$ cat config.mk
export PLATFORM = sky130hd
export DESIGN_NAME = mcp47feb_dac_writer_flat
export DESIGN_NICKNAME = d
export VERILOG_FILES = /design/src/rtl/mcp47feb_dac_writer_if.sv /design/src/rtl/mcp47feb_dac_writer.sv /design/src/flat_wrapper.sv
export SDC_FILE = /design/constraint.sdc
export NUM_CORES = 1
export LEC_CHECK = 0
export ABC_AREA = 1
export CORE_ASPECT_RATIO = 1.4
export CORE_MARGIN = 2
export CORE_UTILIZATION = 32
export DETAILED_ROUTE_END_ITERATION = 7
export SETUP_SLACK_MARGIN = 0.2
export SYNTH_ARGS = -nofsm -noshare
export SYNTH_HDL_FRONTEND = slang
export SYNTH_SLANG_ARGS = --single-unit
export TNS_END_PERCENT = 20
$ cat constraint.sdc
create_clock -name clk -period 2.7 [get_ports clk]
set_input_delay 0.405 -clock clk [delete_from_list [all_inputs] [get_ports clk]]
set_output_delay 0.405 -clock clk [all_outputs]
set_load 0.005 [all_outputs]
$ cat src/rtl/mcp47feb_dac_writer_if.sv
// Request/completion and I2C-master command/data streams of the MCP47FEB DAC writer.
// Every stream transfers on a clock edge where its valid and ready are both 1; valid and payload hold until then.
interface mcp47feb_dac_writer_if;
    logic        req_valid;
    logic        req_ready;
    logic        req_channel;
    logic [11:0] req_value;
    logic        done;
    logic        err;
    logic [6:0]  cmd_address;
    logic        cmd_start;
    logic        cmd_write_multiple;
    logic        cmd_stop;
    logic        cmd_valid;
    logic        cmd_ready;
    logic [7:0]  data_in;
    logic        data_in_valid;
    logic        data_in_last;
    logic        data_in_ready;
    logic        i2c_busy;
    logic        i2c_missed_ack;
    logic [3:0]  fsm_state;

    modport master (
        input  req_valid, req_channel, req_value, cmd_ready, data_in_ready, i2c_busy, i2c_missed_ack,
        output req_ready, done, err, cmd_address, cmd_start, cmd_write_multiple, cmd_stop, cmd_valid,
               data_in, data_in_valid, data_in_last, fsm_state
    );

    modport slave (
        output req_valid, req_channel, req_value, cmd_ready, data_in_ready, i2c_busy, i2c_missed_ack,
        input  req_ready, done, err, cmd_address, cmd_start, cmd_write_multiple, cmd_stop, cmd_valid,
               data_in, data_in_valid, data_in_last, fsm_state
    );
endinterface

$ cat src/rtl/mcp47feb_dac_writer.sv
// Sequences one volatile DAC register write (address, 3 bytes, stop) through an I2C master,
// reporting completion with a sticky missed-ACK/timeout error.
module mcp47feb_dac_writer #(
    parameter logic [6:0]  DEV_ADDR       = 7'b110_0000,
    parameter int unsigned STARTUP_CYCLES = 100000,
    parameter int unsigned TIMEOUT_CYCLES = 1000000
) (
    input logic                   clk,
    input logic                   rst,
    mcp47feb_dac_writer_if.master bus
);
    typedef enum logic [3:0] {
        ST_STARTUP, ST_IDLE, ST_CMD, ST_B0, ST_B1, ST_B2, ST_WAIT_HI, ST_WAIT_LO, ST_FIN
    } state_t;

    typedef struct packed {
        logic       req_ready;
        logic       done;
        logic       err;
        logic       cmd_valid;
        logic       cmd_flags;
        logic [6:0] cmd_address;
        logic [7:0] data_in;
        logic       data_in_valid;
        logic       data_in_last;
    } out_t;

    state_t      state, state_n;
    out_t        out_q, out_n;
    logic [31:0] startup_cnt, startup_cnt_n;
    logic [31:0] timeout_cnt, timeout_cnt_n;
    logic        err_flag, err_flag_n;
    logic        chan_q, chan_n;
    logic [11:0] value_q, value_n;
    logic        active;

    assign active = state inside {ST_CMD, ST_B0, ST_B1, ST_B2, ST_WAIT_HI, ST_WAIT_LO};

    always_ff @(posedge clk or posedge rst) begin
        if (rst) begin
            state       <= ST_STARTUP;
            out_q       <= '0;
            startup_cnt <= '0;
            timeout_cnt <= '0;
            err_flag    <= 1'b0;
            chan_q      <= 1'b0;
            value_q     <= '0;
        end else begin
            state       <= state_n;
            out_q       <= out_n;
            startup_cnt <= startup_cnt_n;
            timeout_cnt <= timeout_cnt_n;
            err_flag    <= err_flag_n;
            chan_q      <= chan_n;
            value_q     <= value_n;
        end
    end

    always_comb begin
        state_n       = state;
        out_n         = out_q;
        out_n.done    = 1'b0;
        out_n.err     = 1'b0;
        startup_cnt_n = startup_cnt;
        timeout_cnt_n = timeout_cnt;
        err_flag_n    = err_flag;
        chan_n        = chan_q;
        value_n       = value_q;

        if (active) begin
            timeout_cnt_n = timeout_cnt + 32'd1;
            if (bus.i2c_missed_ack) err_flag_n = 1'b1;
        end

        case (state)
            ST_STARTUP: begin
                startup_cnt_n = startup_cnt + 32'd1;
                if (startup_cnt + 32'd1 >= STARTUP_CYCLES) state_n = ST_IDLE;
            end
            ST_IDLE: begin
                err_flag_n    = 1'b0;
                timeout_cnt_n = '0;
                if (bus.req_valid && out_q.req_ready) begin
                    chan_n            = bus.req_channel;
                    value_n           = bus.req_value;
                    out_n.req_ready   = 1'b0;
                    out_n.cmd_valid   = 1'b1;
                    out_n.cmd_flags   = 1'b1;
                    out_n.cmd_address = DEV_ADDR;
                    state_n           = ST_CMD;
                end else begin
                    out_n.req_ready = 1'b1;
                end
            end
            ST_CMD: begin
                if (out_q.cmd_valid && bus.cmd_ready) begin
                    out_n.cmd_valid   = 1'b0;
                    out_n.cmd_flags   = 1'b0;
                    out_n.cmd_address = '0;
                    state_n           = ST_B0;
                end
            end
            ST_B0: begin
                // First B0 cycle only loads the pointer byte; B1/B2 then follow with no bubble.
                if (!out_q.data_in_valid) begin
                    out_n.data_in_valid = 1'b1;
                    out_n.data_in       = {4'b0000, chan_q, 3'b000};
                end else if (bus.data_in_ready) begin
                    out_n.data_in = {4'b0000, value_q[11:8]};
                    state_n       = ST_B1;
                end
            end
            ST_B1: begin
                if (bus.data_in_ready) begin
                    out_n.data_in      = value_q[7:0];
                    out_n.data_in_last = 1'b1;
                    state_n            = ST_B2;
                end
            end
            ST_B2: begin
                if (bus.data_in_ready) begin
                    out_n.data_in       = '0;
                    out_n.data_in_valid = 1'b0;
                    out_n.data_in_last  = 1'b0;
                    state_n             = ST_WAIT_HI;
                end
            end
            ST_WAIT_HI: if (bus.i2c_busy) state_n = ST_WAIT_LO;
            ST_WAIT_LO: begin
                if (!bus.i2c_busy) begin
                    out_n.done = 1'b1;
                    out_n.err  = err_flag_n;
                    state_n    = ST_FIN;
                end
            end
            ST_FIN:  state_n = ST_IDLE;
            default: state_n = ST_STARTUP;
        endcase

        // Timeout abandons the streams mid-flight and reports through the normal done path.
        if (active && (timeout_cnt + 32'd1 >= TIMEOUT_CYCLES)) begin
            out_n.cmd_valid     = 1'b0;
            out_n.cmd_flags     = 1'b0;
            out_n.cmd_address   = '0;
            out_n.data_in       = '0;
            out_n.data_in_valid = 1'b0;
            out_n.data_in_last  = 1'b0;
            out_n.done          = 1'b1;
            out_n.err           = 1'b1;
            err_flag_n          = 1'b1;
            state_n             = ST_FIN;
        end
    end

    assign bus.req_ready          = out_q.req_ready;
    assign bus.done               = out_q.done;
    assign bus.err                = out_q.err;
    assign bus.cmd_valid          = out_q.cmd_valid;
    assign bus.cmd_start          = out_q.cmd_flags;
    assign bus.cmd_write_multiple = out_q.cmd_flags;
    assign bus.cmd_stop           = out_q.cmd_flags;
    assign bus.cmd_address        = out_q.cmd_address;
    assign bus.data_in            = out_q.data_in;
    assign bus.data_in_valid      = out_q.data_in_valid;
    assign bus.data_in_last       = out_q.data_in_last;
    assign bus.fsm_state          = state;
endmodule

$ cat src/flat_wrapper.sv
// flat-port wrapper written by rule: the top's interface ports become plain ports
module mcp47feb_dac_writer_flat 
#(
    parameter logic [6:0]  DEV_ADDR       = 7'b110_0000,
    parameter int unsigned STARTUP_CYCLES = 100000,
    parameter int unsigned TIMEOUT_CYCLES = 1000000
)
  (clk, rst, bus_req_valid, bus_req_channel, bus_req_value, bus_cmd_ready, bus_data_in_ready, bus_i2c_busy, bus_i2c_missed_ack, bus_req_ready, bus_done, bus_err, bus_cmd_address, bus_cmd_start, bus_cmd_write_multiple, bus_cmd_stop, bus_cmd_valid, bus_data_in, bus_data_in_valid, bus_data_in_last, bus_fsm_state);
  mcp47feb_dac_writer_if bus_i ();
  input logic clk;
  input logic rst;
  input wire logic [$bits(bus_i.req_valid)-1:0] bus_req_valid;
  input wire logic [$bits(bus_i.req_channel)-1:0] bus_req_channel;
  input wire logic [$bits(bus_i.req_value)-1:0] bus_req_value;
  input wire logic [$bits(bus_i.cmd_ready)-1:0] bus_cmd_ready;
  input wire logic [$bits(bus_i.data_in_ready)-1:0] bus_data_in_ready;
  input wire logic [$bits(bus_i.i2c_busy)-1:0] bus_i2c_busy;
  input wire logic [$bits(bus_i.i2c_missed_ack)-1:0] bus_i2c_missed_ack;
  output wire logic [$bits(bus_i.req_ready)-1:0] bus_req_ready;
  output wire logic [$bits(bus_i.done)-1:0] bus_done;
  output wire logic [$bits(bus_i.err)-1:0] bus_err;
  output wire logic [$bits(bus_i.cmd_address)-1:0] bus_cmd_address;
  output wire logic [$bits(bus_i.cmd_start)-1:0] bus_cmd_start;
  output wire logic [$bits(bus_i.cmd_write_multiple)-1:0] bus_cmd_write_multiple;
  output wire logic [$bits(bus_i.cmd_stop)-1:0] bus_cmd_stop;
  output wire logic [$bits(bus_i.cmd_valid)-1:0] bus_cmd_valid;
  output wire logic [$bits(bus_i.data_in)-1:0] bus_data_in;
  output wire logic [$bits(bus_i.data_in_valid)-1:0] bus_data_in_valid;
  output wire logic [$bits(bus_i.data_in_last)-1:0] bus_data_in_last;
  output wire logic [$bits(bus_i.fsm_state)-1:0] bus_fsm_state;
  assign bus_i.req_valid = bus_req_valid;
  assign bus_i.req_channel = bus_req_channel;
  assign bus_i.req_value = bus_req_value;
  assign bus_i.cmd_ready = bus_cmd_ready;
  assign bus_i.data_in_ready = bus_data_in_ready;
  assign bus_i.i2c_busy = bus_i2c_busy;
  assign bus_i.i2c_missed_ack = bus_i2c_missed_ack;
  assign bus_req_ready = bus_i.req_ready;
  assign bus_done = bus_i.done;
  assign bus_err = bus_i.err;
  assign bus_cmd_address = bus_i.cmd_address;
  assign bus_cmd_start = bus_i.cmd_start;
  assign bus_cmd_write_multiple = bus_i.cmd_write_multiple;
  assign bus_cmd_stop = bus_i.cmd_stop;
  assign bus_cmd_valid = bus_i.cmd_valid;
  assign bus_data_in = bus_i.data_in;
  assign bus_data_in_valid = bus_i.data_in_valid;
  assign bus_data_in_last = bus_i.data_in_last;
  assign bus_fsm_state = bus_i.fsm_state;
  mcp47feb_dac_writer #(.DEV_ADDR(DEV_ADDR), .STARTUP_CYCLES(STARTUP_CYCLES), .TIMEOUT_CYCLES(TIMEOUT_CYCLES)) u_core (.clk(clk), .rst(rst), .bus(bus_i));
endmodule
-- Word-level counts from Yosys, hierarchy flattened
Index checks and enable logic that the tools add are counted.
- bits in registers: 104
- input port bits: 20
- output and inout bits: 28
- add/subtract/negate cells: 2
- magnitude comparators: 2
- equality and inequality tests: 18
- muxes and demuxes: 32
- reductions and logical operators: 16
- operators with widths (kind ; number):
    $add 32x1->32 const B ; 2
    $mux 32 ; 2
    $mux 4 ; 10
    $pmux 4 s9 ; 1
    $ge 32x17->1 const B ; 1
    $ge 32x20->1 const B ; 1
    $mux 8 ; 3
    $pmux 8 s3 ; 1
    $mux 21 ; 1
    $mux 9 ; 2
    $ne 3x3->1 const B ; 6
    $pmux 9 s2 ; 1
    $eq 4x3->1 const B ; 4
    $mux 10 ; 1
    $reduce_and 9->1 ; 1
    $reduce_bool 3->1 ; 3
    $eq 4x2->1 const B ; 2
    $mux 1 ; 6
    $ne 3x1->1 const B ; 2
    $reduce_and 3->1 ; 2
    $reduce_bool 6->1 ; 1
    $eq 4x1->1 const B ; 1
    $eq 4x4->1 const B ; 1
    $logic_not 4->1 ; 1
    other kinds (9) ; 14

-- Longest topological paths before layout
Gate-level depths: netlist (run 1).
- depth in word-level cells: 6
- gate-level depth with buffers: 19
- mapped depth without buffers: 18

-- Worst setup path before layout (run 1)
OpenSTA, ideal clock, no wires.
- path type: reg2reg
- start: register u_core.timeout_cnt[1]
- end: register u_core.out_q, in the netlist u_core.bus.data_in[0]
- library setup time: 0.117 ns
- arrival: 1.973 ns
- setup slack: 0.611 ns
- cell stages (with the launch flop): 17
- path buffers: 1
- clock period less this slack: 2.089 ns
- cells stage by stage: dfrtp_1 > ha_1 > nand2_1 > nor2_2 > buf_6 > nand2_1 > nor2_1 > xor2_1 > nand2_1 > nor2_1 > nand2_1 > nand2_4 > nand2_8 > nand3_4 > nand2_4 > nand2_1 > nand2_1
- cells in the longest elaborated chain, start to end: 5
- elaborated cells on any way between the ends: 9
- classes of those cells: add/sub (1); order compare (1); eq/ne (3); mux (1); reduce/logical (3)
- RTL lines (element ; RTL line ; RTL):
    start: declaration ; mcp47feb_dac_writer.sv:31 ; logic [31:0] timeout_cnt, timeout_cnt_n;
    start signal: assignment ; mcp47feb_dac_writer.sv:52 ; timeout_cnt <= timeout_cnt_n;
    $add 32x1->32 (*) ; mcp47feb_dac_writer.sv:141 ; if (active && (timeout_cnt + 32'd1 >= TIMEOUT_CYCLES)) begin
    $ge 32x20->1 (*) ; mcp47feb_dac_writer.sv:141 ;
    $logic_and 1x1->1 (*) ; mcp47feb_dac_writer.sv:141 ;
    $ne 4x4->1 (no line), or another cell as far along ; -- ;
    $reduce_and 4->1 (no line) ; -- ;
    end signal: assignment ; mcp47feb_dac_writer.sv:50 ; out_q <= out_n;
    end: declaration ; mcp47feb_dac_writer.sv:29 ; out_t out_q, out_n;
Every way passes the cells marked *; elsewhere a longest branch is shown, timed or not.
A chain may end at the register's enable or synchronous reset.

-- Final worst setup path (run 1)
- start: register u_core.timeout_cnt[2]
- end: register u_core.out_q, in the netlist u_core.bus.data_in[1]
The elaborated chain is that of the path after synthesis.

==> results of run 1 <==
==> cell usage after synthesis (2+ instances only) <==
| master | n | share of area (%) |
|---|---|---|
| sky130_fd_sc_hd__clkbuf_1 | 14 | 0.88 |
| sky130_fd_sc_hd__ha_1 | 2 | 0.42 |
| sky130_fd_sc_hd__xor2_1 | 17 | 2.5 |
| sky130_fd_sc_hd__dfrtp_1 | 96 | 40 |
| sky130_fd_sc_hd__nand2_4 | 3 | 0.57 |
| sky130_fd_sc_hd__nand2_2 | 4 | 0.42 |
| sky130_fd_sc_hd__o21ai_0 | 54 | 4.5 |
| sky130_fd_sc_hd__nor3_1 | 10 | 0.84 |
| sky130_fd_sc_hd__nor2_2 | 11 | 1.2 |
| sky130_fd_sc_hd__nand3_4 | 3 | 0.88 |
| sky130_fd_sc_hd__nand2_1 | 321 | 20 |
| sky130_fd_sc_hd__a32oi_1 | 3 | 0.44 |
| sky130_fd_sc_hd__xnor2_1 | 5 | 0.73 |
| sky130_fd_sc_hd__buf_4 | 10 | 1.3 |
| sky130_fd_sc_hd__o22ai_1 | 9 | 0.94 |
| sky130_fd_sc_hd__nand3_1 | 55 | 4.6 |
| sky130_fd_sc_hd__nand4_1 | 16 | 1.7 |
| sky130_fd_sc_hd__a21oi_1 | 14 | 1.2 |
| sky130_fd_sc_hd__nand3b_1 | 6 | 0.75 |
| sky130_fd_sc_hd__nor2_1 | 94 | 5.9 |
| sky130_fd_sc_hd__buf_6 | 2 | 0.38 |
| sky130_fd_sc_hd__inv_1 | 85 | 5.3 |
| sky130_fd_sc_hd__nor2_4 | 7 | 1.3 |
| sky130_fd_sc_hd__nand3_2 | 2 | 0.34 |
| sky130_fd_sc_hd__o21ai_1 | 3 | 0.25 |
==> tightest hold or removal path: cells and delay by family, from the launching register on <==
family	cells	cell delay, ps
and+or+nand+nor	2	90
DFF	1	340
==> logic make-up (layout without fill, tap and decap cells) <==
family	Yosys count	count (layout)	synth area share (%)
mux	1	1	0.168
compound gates	89	89	8.12
buf+inv	114	165	8.07
simple gates	537	539	39.7
flops	96	96	40.3
other cells	1	5	0.0629
fa+ha+maj	2	2	0.419
xor+xnor	22	22	3.23
==> state kept, by name, indices dropped and copies added, names as in the netlist <==
register and cells:
u_core.startup_cnt 32, u_core.bus.fsm_state 4, u_core.bus.done 1, u_core.bus.req_ready 1
u_core.bus.cmd_address 1, u_core.bus.data_in 8, u_core.timeout_cnt 32, u_core.bus.data_in_last 1
u_core.chan_q 1, u_core.value_q 12, u_core.err_flag 1, u_core.bus.data_in_valid 1
u_core.bus.err 1
==> stage by stage <==
stage | worst slack (ps) | hold slack, ps | std cells
3_3_place_gp | 245 | 455 | 1138
6_report | 358 | 472 | 1163
5_1_grt | 158 | 501 | 1163
4_1_cts | 223 | 476 | 1153
3_5_place_dp | 234 | 459 | 1138
2_1_floorplan | 611 | 441 | 866
==> power by group through the flow <==
stage	sequential [µW]	combinational [µW]	clock, µW
2_1_floorplan	1950	1190	0
3_3_place_gp	2020	1810	0
3_5_place_dp	2030	1820	0
4_1_cts	2000	1820	1360
5_1_grt	2060	2140	1410
6_report	2010	1890	1310
==> worst paths after layout <==
check	from	endpoint	slack, ps	depth (start not counted)
worst max-delay path	u_core.timeout_cnt[2]$_DFFE_PP0P_	u_core.bus.data_in[1]$_DFFE_PP0P_	360	16
worst min-delay path	u_core.value_q[4]$_DFFE_PP0P_	u_core.value_q[4]$_DFFE_PP0P_	470	2
worst max register to register	u_core.timeout_cnt[2]$_DFFE_PP0P_	u_core.bus.data_in[1]$_DFFE_PP0P_	360	16
worst min register to register	u_core.value_q[4]$_DFFE_PP0P_	u_core.value_q[4]$_DFFE_PP0P_	470	2
max in group asynchronous	rst	u_core.startup_cnt[25]$_DFFE_PP0P_	1550	3
min in group asynchronous	rst	u_core.timeout_cnt[12]$_DFFE_PP0P_	530	2
==> placed cells by master, fill, tap and decap left out, types with 10 or more instances in the layout <==
cell type and count:
sky130_fd_sc_hd__nand2_1 317, sky130_fd_sc_hd__dfrtp_1 96, sky130_fd_sc_hd__nor2_1 91, sky130_fd_sc_hd__inv_1 84
sky130_fd_sc_hd__nand3_1 55, sky130_fd_sc_hd__o21ai_0 54, sky130_fd_sc_hd__clkdlybuf4s50_1 42, sky130_fd_sc_hd__buf_4 18
sky130_fd_sc_hd__xor2_1 17, sky130_fd_sc_hd__nand4_1 16, sky130_fd_sc_hd__a21oi_1 14, sky130_fd_sc_hd__nor2_2 11
sky130_fd_sc_hd__nor2_4 10, sky130_fd_sc_hd__nor3_1 10
==> final cells by class <==
type | count | area (µm²) | share of cell area [%]
Inverter | 87 | 330 | 4.65
Tap cell | 244 | 305 | 4.30
Clock inverter | 4 | 53.8 | 0.757
Clock buffer | 11 | 243 | 3.41
Multi-Input combinational cell | 658 | 3170 | 44.6
Timing Repair Buffer | 63 | 607 | 8.54
Sequential cell | 96 | 2400 | 33.8
==> per-layer routing <==
layer,vias to the layer above,track usage (%),share of wire [%]
li1,2835,-,-
met1,2593,18.5,40
met2,124,29.9,52
met3,33,2.95,3.9
met4,0,7.91,3.9
met5,-,0,0
==> what timing repair did <==
action | 4_1_cts | 5_1_grt
endpoints found under the setup margin | 0 | 15
setup buffers | 0 | 8
gates resized for setup | 0 | 16
==> results.sh, run 1 <==
export IMPL_worst_pin_slew_ps=749
export IMPL_cts_sinks=96
export IMPL_max_clock_path_buffers=2
export IMPL_critPathCaptureType="register"
export IMPL_cp_arrival_ps=2640
export IMPL_p_sw_share_pct=38.3
export IMPL_max_vdd_ir_drop_mv=0.328
export IMPL_cell_row_count=59
export IMPL_power_leakage_uw=0.00322
export IMPL_worst_setup_path_type="register to register"
export IMPL_worstPathMaxFanout=8
export IMPL_timing_fmax_mhz=427
export IMPL_holdCritPathClass="register to register"
export IMPL_drt_wl_total_um=15700
export IMPL_cp_slowest_stage_delay_ps=440
export IMPL_power_sequential_fraction_pct=38.6
export IMPL_cts_buffers=9
export IMPL_internal_power_uw=3220
export IMPL_power_frac_comb_pct=36.2
export IMPL_via_per_inst=4.80
export IMPL_post_synth_cell_area_avg_um2=6.92
export IMPL_proportion_of_layout_cells_with_a_drive_suffix_above_1_pct=8.60
export IMPL_final_min_clock_period_ps=2340
export IMPL_cts_tree="done"
export IMPL_final_nets=937
export IMPL_crit_path_frequent_cell="sky130_fd_sc_hd__nand2_1"
export IMPL_routed_wl_per_cell_um=13.5
export IMPL_clk_pin_slew_ps=70
export IMPL_p_switching_uw=2000
export IMPL_core_area_mm2=0.0185
export IMPL_post_layout_total_power_uw=5210
export IMPL_antenna_found_initial=0
export IMPL_dieHeight_um=166
export IMPL_num_fill_cells=1996
export IMPL_skew_ps=10.0
export IMPL_global_route_wire_length_before_repair_um=25600
export IMPL_synth_seq_cells=96
export IMPL_finalHoldViolations=0
export IMPL_synth_lib_cells_used_distinct=41
export IMPL_buffer_ports_inserted=42
export IMPL_crit_slowest_cell="sky130_fd_sc_hd__dfrtp_1"
export IMPL_area_after_dpl_mm2=0.00668
export IMPL_startpoint_type="register"
export IMPL_totalNegativeSetupSlack_ps=0
export IMPL_signed_area_change_from_the_synthesized_netlist_to_the_final_layout_pct=19.1
export IMPL_cts_hold_repair_buffers=0
export IMPL_ctsRootBufferMaster="sky130_fd_sc_hd__clkbuf_16"
export IMPL_yosys_warnings=0
export IMPL_die_area_mm2=0.0198
export IMPL_timing_final_crit_share_pct=86.7
export IMPL_die_outline_width_um=119
export IMPL_clk_latency_ps=350
export IMPL_rsz0062_at_grt="true"
export IMPL_post_synth_inst_count=862
export IMPL_power_per_cell_area_mw_per_mm2=734
export IMPL_dp_final_hpwl_um=11900
export IMPL_drt_first_pass_iters=5
export IMPL_first_iter_violations=363
export IMPL_grt_total_ovfl=0
export IMPL_first_global_vias=5249
export IMPL_timing_max_cap_violations=0
export IMPL_insertedDiodeCount=0
export IMPL_setup_viol_count_final=0
export IMPL_syn_area_mm2=0.00597
export IMPL_place_congestion=0.966
export IMPL_async_flop_share_pct=100
export IMPL_route_vias_total=5585
export IMPL_final_core_utilization_pct=38.5
export IMPL_tightest_slew_margin_relative_to_the_limit_pct=49.9
export IMPL_finalMaxSlewViolations=0
export IMPL_power_clock_fraction_pct=25.2
export IMPL_drtAntennaViolNets=0
export IMPL_floorplan_io_pins=48
export IMPL_worst_endpoint_required_ps=2990
export IMPL_drt_drc_violations_left=0
export IMPL_kind_of_cell_with_the_highest_combined_delay_on_the_critical_path="simple AND/OR/NAND/NOR gates"
export IMPL_grt_start_max_net_pins=37
export IMPL_path_cells="nand2_1, nor2_4, nand2_4, nor2_4, nand3_2, nand2_1, nand2_1, nor2_2, nand3_2, nor2_4, nand2_4, nand2_8, nand3_4, nand2_4, nand2_1, nand2_1"
export IMPL_most_used_flip_flop_cell_after_synthesis="sky130_fd_sc_hd__dfrtp_1"
export IMPL_design_area_mm2=0.00711
export IMPL_status="finished, final reports clean"
export IMPL_cp_buffers_inverters=0
export IMPL_start_util_pct=32.3
export IMPL_globalRouteTotalUtil_pct=16.4
export IMPL_cts_max_level=3
export IMPL_ys_seq_area_share_pct=40.3
export IMPL_synth_enable_flop_cells=0
Power figures use the tool's default switching activity.
==> run 2, diff against run 1 <==
--- a/config.mk
+++ b/config.mk
@@ -5,7 +5,6 @@
 export SDC_FILE = /design/constraint.sdc
 export NUM_CORES = 1
 export LEC_CHECK = 0
-export ABC_AREA = 1
 export CORE_ASPECT_RATIO = 1.4
 export CORE_MARGIN = 2
 export CORE_UTILIZATION = 32
==> run 2 against run 1 <==
- global-route usage about the same
- largest power group is now combinational logic
- cell count is 15% lower
- area after synthesis shrank 3.5%
- sequential share of layout area down 0.86 points
- largest cell class unchanged
==> results.sh, run 2 <==
export IMPL_worst_pin_slew_ps=733
export IMPL_cp_slowest_stage_delay_ps=380
export IMPL_most_used_flip_flop_cell_after_synthesis="sky130_fd_sc_hd__dfrtp_1"
export IMPL_post_synth_cell_area_avg_um2=8.79
export IMPL_finalMaxSlewViolations=0
export IMPL_clk_pin_slew_ps=80
export IMPL_cp_arrival_ps=2830
export IMPL_critPathCaptureType="register"
export IMPL_skew_ps=11.9
export IMPL_synth_common_cells="sky130_fd_sc_hd__dfrtp_1, sky130_fd_sc_hd__nand2_1, sky130_fd_sc_hd__o21ai_0"
export IMPL_grt_total_ovfl=0
export IMPL_dp_final_hpwl_um=10900
export IMPL_proportion_of_layout_cells_with_a_drive_suffix_above_1_pct=21.0
export IMPL_synth_top_family_by_area="simple AND/OR/NAND/NOR gates"
export IMPL_via_per_inst=5.21
export IMPL_crit_slowest_cell="sky130_fd_sc_hd__dfrtp_1"
export IMPL_floorplan_io_pins=48
export IMPL_leading_cell_type_in_the_layout_fill_and_taps_excluded="sky130_fd_sc_hd__dfrtp_1"
export IMPL_worst_endpoint_required_ps=2990
export IMPL_tightest_slew_margin_relative_to_the_limit_pct=51.1
export IMPL_core_area_mm2=0.0178
export IMPL_synth_adder_area_share_pct=0.435
export IMPL_buffer_ports_inserted=42
export IMPL_synth_enable_flop_cells=0
export IMPL_clk_latency_ps=360
export IMPL_cts_max_level=3
export IMPL_hold_worst_slack_ps=421
export IMPL_insertedDiodeCount=0
export IMPL_synth_seq_cells=96
export IMPL_startpoint_type="register"
export IMPL_num_fill_cells=1798
export IMPL_syn_area_mm2=0.00575
export IMPL_netlist_top_cell_by_area="sky130_fd_sc_hd__dfrtp_1"
export IMPL_max_vdd_ir_drop_mv=0.527
export IMPL_power_leakage_uw=0.00297
export IMPL_synth_simple_gate_area_share_pct=25.2
export IMPL_async_flop_share_pct=100
export IMPL_timing_final_crit_share_pct=94.0
export IMPL_synthTopCellsByArea="sky130_fd_sc_hd__dfrtp_1, sky130_fd_sc_hd__xnor2_1, sky130_fd_sc_hd__o21ai_0"
export IMPL_start_util_pct=32.4
export IMPL_cell_row_count=58
export IMPL_register_area_mm2=0.00241
export IMPL_rsz0062_at_grt="true"
export IMPL_route_vias_total=5145
export IMPL_antenna_found_initial=0
export IMPL_cts_buffers=9
export IMPL_synth_top_cell_area_share_pct=41.7
export IMPL_holdCritPathClass="primary input to asynchronous set/reset pin"
export IMPL_setup_viol_count_final=0
export IMPL_post_synth_inst_count=655
export IMPL_cts_hold_repair_buffers=0
export IMPL_status="finished, final reports clean"
export IMPL_drtAntennaViolNets=0
export IMPL_power_per_cell_area_mw_per_mm2=750
export IMPL_finalHoldViolations=0
export IMPL_routed_wl_per_cell_um=15.5
export IMPL_drt_first_pass_iters=4
export IMPL_multiInputGateArea_mm2=0.00320
export IMPL_synth_xor_area_share_pct=6.39
export IMPL_yosys_warnings=0
export IMPL_worst_setup_path_type="register to register"
export IMPL_die_outline_width_um=117
export IMPL_synth_lib_cells_used_distinct=64
export IMPL_timing_max_cap_violations=0
export IMPL_first_iter_violations=251
export IMPL_max_clock_path_buffers=2
export IMPL_global_route_wire_length_before_repair_um=25700
export IMPL_first_global_vias=5215
export IMPL_worstPathMaxFanout=6
export IMPL_grt_start_max_net_pins=42
export IMPL_post_synth_top_count_cell="sky130_fd_sc_hd__dfrtp_1"
export IMPL_path_cells="ha_2, buf_4, and3_4, nor2_1, mux2_4, a222oi_1, a221o_1, nand4_1, and2_4, buf_4, nor2_1"
export IMPL_drt_drc_violations_left=0
export IMPL_reg_largest_list="u_core.startup_cnt: 32 flops, u_core.timeout_cnt: 32 flops, u_core.value_q: 12 flops"
export IMPL_yosys_mux_area_fraction_pct=4.17
export IMPL_most_frequent_cells_in_the_layout="sky130_fd_sc_hd__dfrtp_1, sky130_fd_sc_hd__buf_4, sky130_fd_sc_hd__nand2_1"
export IMPL_signed_area_change_from_the_synthesized_netlist_to_the_final_layout_pct=27.0
export IMPL_cts_sinks=96
export IMPL_globalRouteTotalUtil_pct=16.4
export IMPL_timing_fmax_mhz=394
export IMPL_drt_wl_total_um=15300
export IMPL_cts_tree="done"
export IMPL_final_min_clock_period_ps=2540
export IMPL_synth_compound_area_share_pct=16.9
export IMPL_ys_seq_area_share_pct=41.7
export IMPL_final_nets=764
export IMPL_die_area_mm2=0.0191
export IMPL_place_congestion=0.845
export IMPL_totalNegativeSetupSlack_ps=0
export IMPL_post_layout_total_power_uw=5480
export IMPL_dieHeight_um=163
export IMPL_ctsRootBufferMaster="sky130_fd_sc_hd__clkbuf_16"
==> run 2: cell types whose count changed after synthesis, moves of 19 or more <==
cell                       change
sky130_fd_sc_hd__nand3_1      -19
sky130_fd_sc_hd__inv_1        -73
sky130_fd_sc_hd__xnor2_1      +26
sky130_fd_sc_hd__clkbuf_1     +21
sky130_fd_sc_hd__nand2_1     -252
sky130_fd_sc_hd__nor2_1       -52
==> run 2: logic make-up (layout without fill, tap and decap cells) <==
logic type,Yosys count,in the layout
simple gates,276,277
compound gates,152,152
flops,96,96
buf+inv,64,151
xor+xnor,42,42
mux,22,22
fa+ha+maj,2,2
other cells,1,5
==> run 2: final timing paths <==
check                                                     end  slack (ps)                               from  cells after the start
setup / recovery            u_core.bus.data_in[3]$_DFFE_PP0P_         160  u_core.timeout_cnt[0]$_DFFE_PP0P_                     11
hold / removal             u_core.startup_cnt[31]$_DFFE_PP0P_         420                                rst                      2
setup reg to reg            u_core.bus.data_in[3]$_DFFE_PP0P_         160  u_core.timeout_cnt[0]$_DFFE_PP0P_                     11
hold reg to reg                 u_core.value_q[8]$_DFFE_PP0P_         510      u_core.value_q[8]$_DFFE_PP0P_                      1
max in group asynchronous   u_core.startup_cnt[3]$_DFFE_PP0P_        1680                                rst                      3
min in group clk                u_core.value_q[8]$_DFFE_PP0P_         510      u_core.value_q[8]$_DFFE_PP0P_                      1
==> run 2: area by class of cell <==
class	instances	area share (%)
multi-input combinational	500	43.7
sequential	96	32.9
timing repair buffer	123	14.4
tap	240	4.11
clock buffer	9	3.08
clock inverter	7	1.08
inverter	12	0.668
==> run 2: per-stage QoR <==
| stage | cells | cell area (µm²) | util (%) | setup WS, ps |
|---|---|---|---|---|
| 6_report | 987 | 7310 | 41.1 | 163 |
| 5_1_grt | 987 | 7310 | 41.1 | 21.2 |
| 4_1_cts | 983 | 7230 | 40.6 | 181 |
| 3_5_place_dp | 962 | 6810 | 38.3 | -28.4 |
| 3_3_place_gp | 962 | 6810 | 38.3 | 34.1 |
| 2_1_floorplan | 659 | 5770 | - | 33.1 |
==> run 2: power by group <==
part | internal (µW) | leakage, µW | switching (µW)
clock | 656 | 0.000141 | 646
combinational | 992 | 0.00156 | 1230
sequential | 1740 | 0.00127 | 223
==> run 2: metal layers <==
| metal | GRT usage [%] | wire, µm | vias up |
|---|---|---|---|
| met2 | 30.2 | 8070 | 93 |
| met5 | 0 | 0 | - |
| li1 | - | - | 2547 |
| met1 | 19.3 | 6560 | 2480 |
| met3 | 2.24 | 398 | 25 |
| met4 | 6.41 | 301 | 0 |
==> run 2: worst max-delay path: cells and delay by family (launching register included) <==
kind	cells	cell delay (ps)
adders and majority gates	1	220
muxes	1	240
DFF	1	380
buffers and inverters	2	260
and+or+nand+nor	5	830
AOI/OAI and AO/OA	2	530
==> run 2: repair_timing <==
action | 4_1_cts | 5_1_grt
resized for setup | 22 | 16
gates cloned | 1 | 0
pin swaps | 14 | 4
setup buffers | 4 | 4
endpoints found under the setup margin | 17 | 20
==> run 3, diff against run 2 <==
--- a/config.mk
+++ b/config.mk
@@ -9,6 +9,7 @@
 export CORE_MARGIN = 2
 export CORE_UTILIZATION = 32
 export DETAILED_ROUTE_END_ITERATION = 7
+export PLACE_DENSITY = 0.5
 export SETUP_SLACK_MARGIN = 0.2
 export SYNTH_ARGS = -nofsm -noshare
 export SYNTH_HDL_FRONTEND = slang
==> run 3 against run 2 <==
- fmax shrank 0.78%
- via count grew 2.6%
- flip-flop and latch count is the same
- critical path depth is the same
- non-clock buffer count grew 11
- sequential share of layout area shrank 0.71 points
- clock power grew 6%
- sequential power is essentially flat
- cell area grew 2.0%
- clock skew shrank 1.8 ps
- combinational power grew 8%
- worst hold slack lost 11 ps
==> results.sh, run 3 (synthesis gave the netlist of run 2 again) <==
export IMPL_cp_arrival_ps=2840
export IMPL_cts_tree="done"
export IMPL_cts_buffers=9
export IMPL_postLayoutSetupSlackWorst_ps=143
export IMPL_area_after_dpl_mm2=0.00688
export IMPL_clk_latency_ps=350
export IMPL_cts_hold_repair_buffers=0
export IMPL_hold_worst_slack_ps=411
export IMPL_power_clock_fraction_pct=24.1
export IMPL_cts_sinks=96
export IMPL_first_iter_violations=264
export IMPL_timing_fmax_mhz=391
export IMPL_globalRouteTotalUtil_pct=16.6
export IMPL_grt_most_used_layer="met2"
export IMPL_internal_power_uw=3580
export IMPL_routed_wl_per_cell_um=15.5
export IMPL_skew_ps=10.0
export IMPL_rsz0062_at_grt="true"
export IMPL_status="finished, final reports clean"
export IMPL_finalMaxSlewViolations=0
export IMPL_placement_setup_worst_slack_ps=-73.5
export IMPL_startpoint_type="register"
export IMPL_core_area_mm2=0.0178
export IMPL_worstPathMaxFanout=6
export IMPL_die_outline_width_um=117
export IMPL_proportion_of_layout_cells_with_a_drive_suffix_above_1_pct=21.5
export IMPL_worst_pin_slew_ps=753
export IMPL_most_frequent_cells_in_the_layout="sky130_fd_sc_hd__dfrtp_1, sky130_fd_sc_hd__buf_4, sky130_fd_sc_hd__nand2_1"
export IMPL_timing_final_crit_share_pct=94.7
export IMPL_start_util_pct=32.4
export IMPL_dieHeight_um=163
export IMPL_clk_pin_slew_ps=80
export IMPL_leading_cell_type_in_the_layout_fill_and_taps_excluded="sky130_fd_sc_hd__dfrtp_1"
export IMPL_groute_layer_met3_usage_pct=1.86
export IMPL_antenna_found_initial=0
export IMPL_grt_start_max_net_pins=48
export IMPL_buffer_ports_inserted=42
export IMPL_signed_area_change_from_the_synthesized_netlist_to_the_final_layout_pct=29.6
export IMPL_design_area_mm2=0.00746
export IMPL_insertedDiodeCount=0
export IMPL_grt_use_met1_pct=19.5
export IMPL_drtAntennaViolNets=0
export IMPL_drt_drc_violations_left=0
export IMPL_worst_endpoint_required_ps=2980
export IMPL_power_sequential_fraction_pct=34.0
export IMPL_p_switching_uw=2150
export IMPL_finalHoldViolations=0
export IMPL_final_min_clock_period_ps=2560
export IMPL_holdCritPathClass="primary input to asynchronous set/reset pin"
export IMPL_power_leakage_uw=0.00307
export IMPL_p_sw_share_pct=37.5
export IMPL_setup_viol_count_final=0
export IMPL_max_clock_path_buffers=2
export IMPL_floorplan_io_pins=48
export IMPL_global_route_wire_length_before_repair_um=26200
export IMPL_reg_largest_list="u_core.startup_cnt: 32 flops, u_core.timeout_cnt: 32 flops, u_core.value_q: 12 flops"
export IMPL_grt_use_met2_pct=31.3
export IMPL_ctsRootBufferMaster="sky130_fd_sc_hd__clkbuf_16"
export IMPL_via_per_inst=5.29
export IMPL_route_vias_total=5279
export IMPL_layoutNonFillerInstCount=998
export IMPL_dpl_cell_count=970
export IMPL_power_per_cell_area_mw_per_mm2=769
export IMPL_max_vdd_ir_drop_mv=0.468
export IMPL_timing_max_cap_violations=0
export IMPL_tightest_slew_margin_relative_to_the_limit_pct=49.8
export IMPL_final_core_utilization_pct=41.9
export IMPL_dp_final_hpwl_um=11100
export IMPL_final_nets=775
export IMPL_grt_total_ovfl=0
export IMPL_worst_setup_path_type="register to register"
export IMPL_drt_wl_total_um=15400
export IMPL_die_area_mm2=0.0191
export IMPL_cts_max_level=3
export IMPL_drt_first_pass_iters=5
export IMPL_cell_row_count=58
export IMPL_place_congestion=0.879
export IMPL_power_frac_comb_pct=41.8
export IMPL_first_global_vias=5398
export IMPL_critPathCaptureType="register"
## run 3: final timing paths
kind                                                         from                                 end  slack [ps]  cells after the start
worst max-delay path            u_core.timeout_cnt[1]$_DFFE_PP0P_   u_core.bus.data_in[7]$_DFFE_PP0P_         140                     11
worst min-delay path                                          rst   u_core.startup_cnt[1]$_DFFE_PP0P_         410                      2
worst max register to register  u_core.timeout_cnt[1]$_DFFE_PP0P_   u_core.bus.data_in[7]$_DFFE_PP0P_         140                     11
worst min register to register      u_core.value_q[1]$_DFFE_PP0P_       u_core.value_q[1]$_DFFE_PP0P_         510                      1
max in group asynchronous                                     rst  u_core.timeout_cnt[13]$_DFFE_PP0P_        1720                      3
min in group clk                    u_core.value_q[1]$_DFFE_PP0P_       u_core.value_q[1]$_DFFE_PP0P_         510                      1
## run 3: power groups by stage
stage | logic (µW) | registers [µW] | clock network [µW]
final | 2400 | 1950 | 1380
after global routing | 2650 | 1990 | 1480
after CTS | 2370 | 1950 | 1430
after detailed placement | 2260 | 1970 | 0
after global placement | 2220 | 1970 | 0
after floorplan | 1320 | 1950 | 0
## run 3: timing repair
| action | CTS | global route |
|---|---|---|
| setup endpoints to repair | 18 | 19 |
| resized for setup | 29 | 14 |
| cloned | 1 | 0 |
| pin swaps | 9 | 14 |
| buffers inserted | 7 | 4 |
## run 3: critical path, stage by stage (launching register included)
cell	delay, ps
sky130_fd_sc_hd__dfrtp_1	400
sky130_fd_sc_hd__ha_2	220
sky130_fd_sc_hd__buf_6	120
sky130_fd_sc_hd__and3_4	160
sky130_fd_sc_hd__a31oi_1	170
sky130_fd_sc_hd__o21ai_1	90
sky130_fd_sc_hd__a222oi_1	410
sky130_fd_sc_hd__a221o_1	250
sky130_fd_sc_hd__nand4_1	210
sky130_fd_sc_hd__and2_4	250
sky130_fd_sc_hd__buf_6	120
sky130_fd_sc_hd__a21oi_2	100
## run 3: stage by stage
| step | setup TNS [ps] | total power [µW] |
|---|---|---|
| 3_3_place_gp | -92.1 | 4190 |
| 5_1_grt | 0 | 6120 |
| 4_1_cts | 0 | 5750 |
| 2_1_floorplan | 0 | 3270 |
| 6_report | 0 | 5740 |
| 3_5_place_dp | -306 | 4240 |
## run 3: final cells by class
type | count | area, µm²
multi-input combinational | 500 | 3220
tap | 240 | 300
clock buffer | 9 | 225
sequential | 96 | 2400
inverter | 12 | 48.8
clock inverter | 7 | 97.6
fill | 1783 | 10300
timing repair buffer | 134 | 1170
## run 3: routing by layer
layer	part of all wire (%)	routed length, µm
met1	42	6500
met2	53	8190
met3	3.0	470
met4	1.7	258
met5	0	0
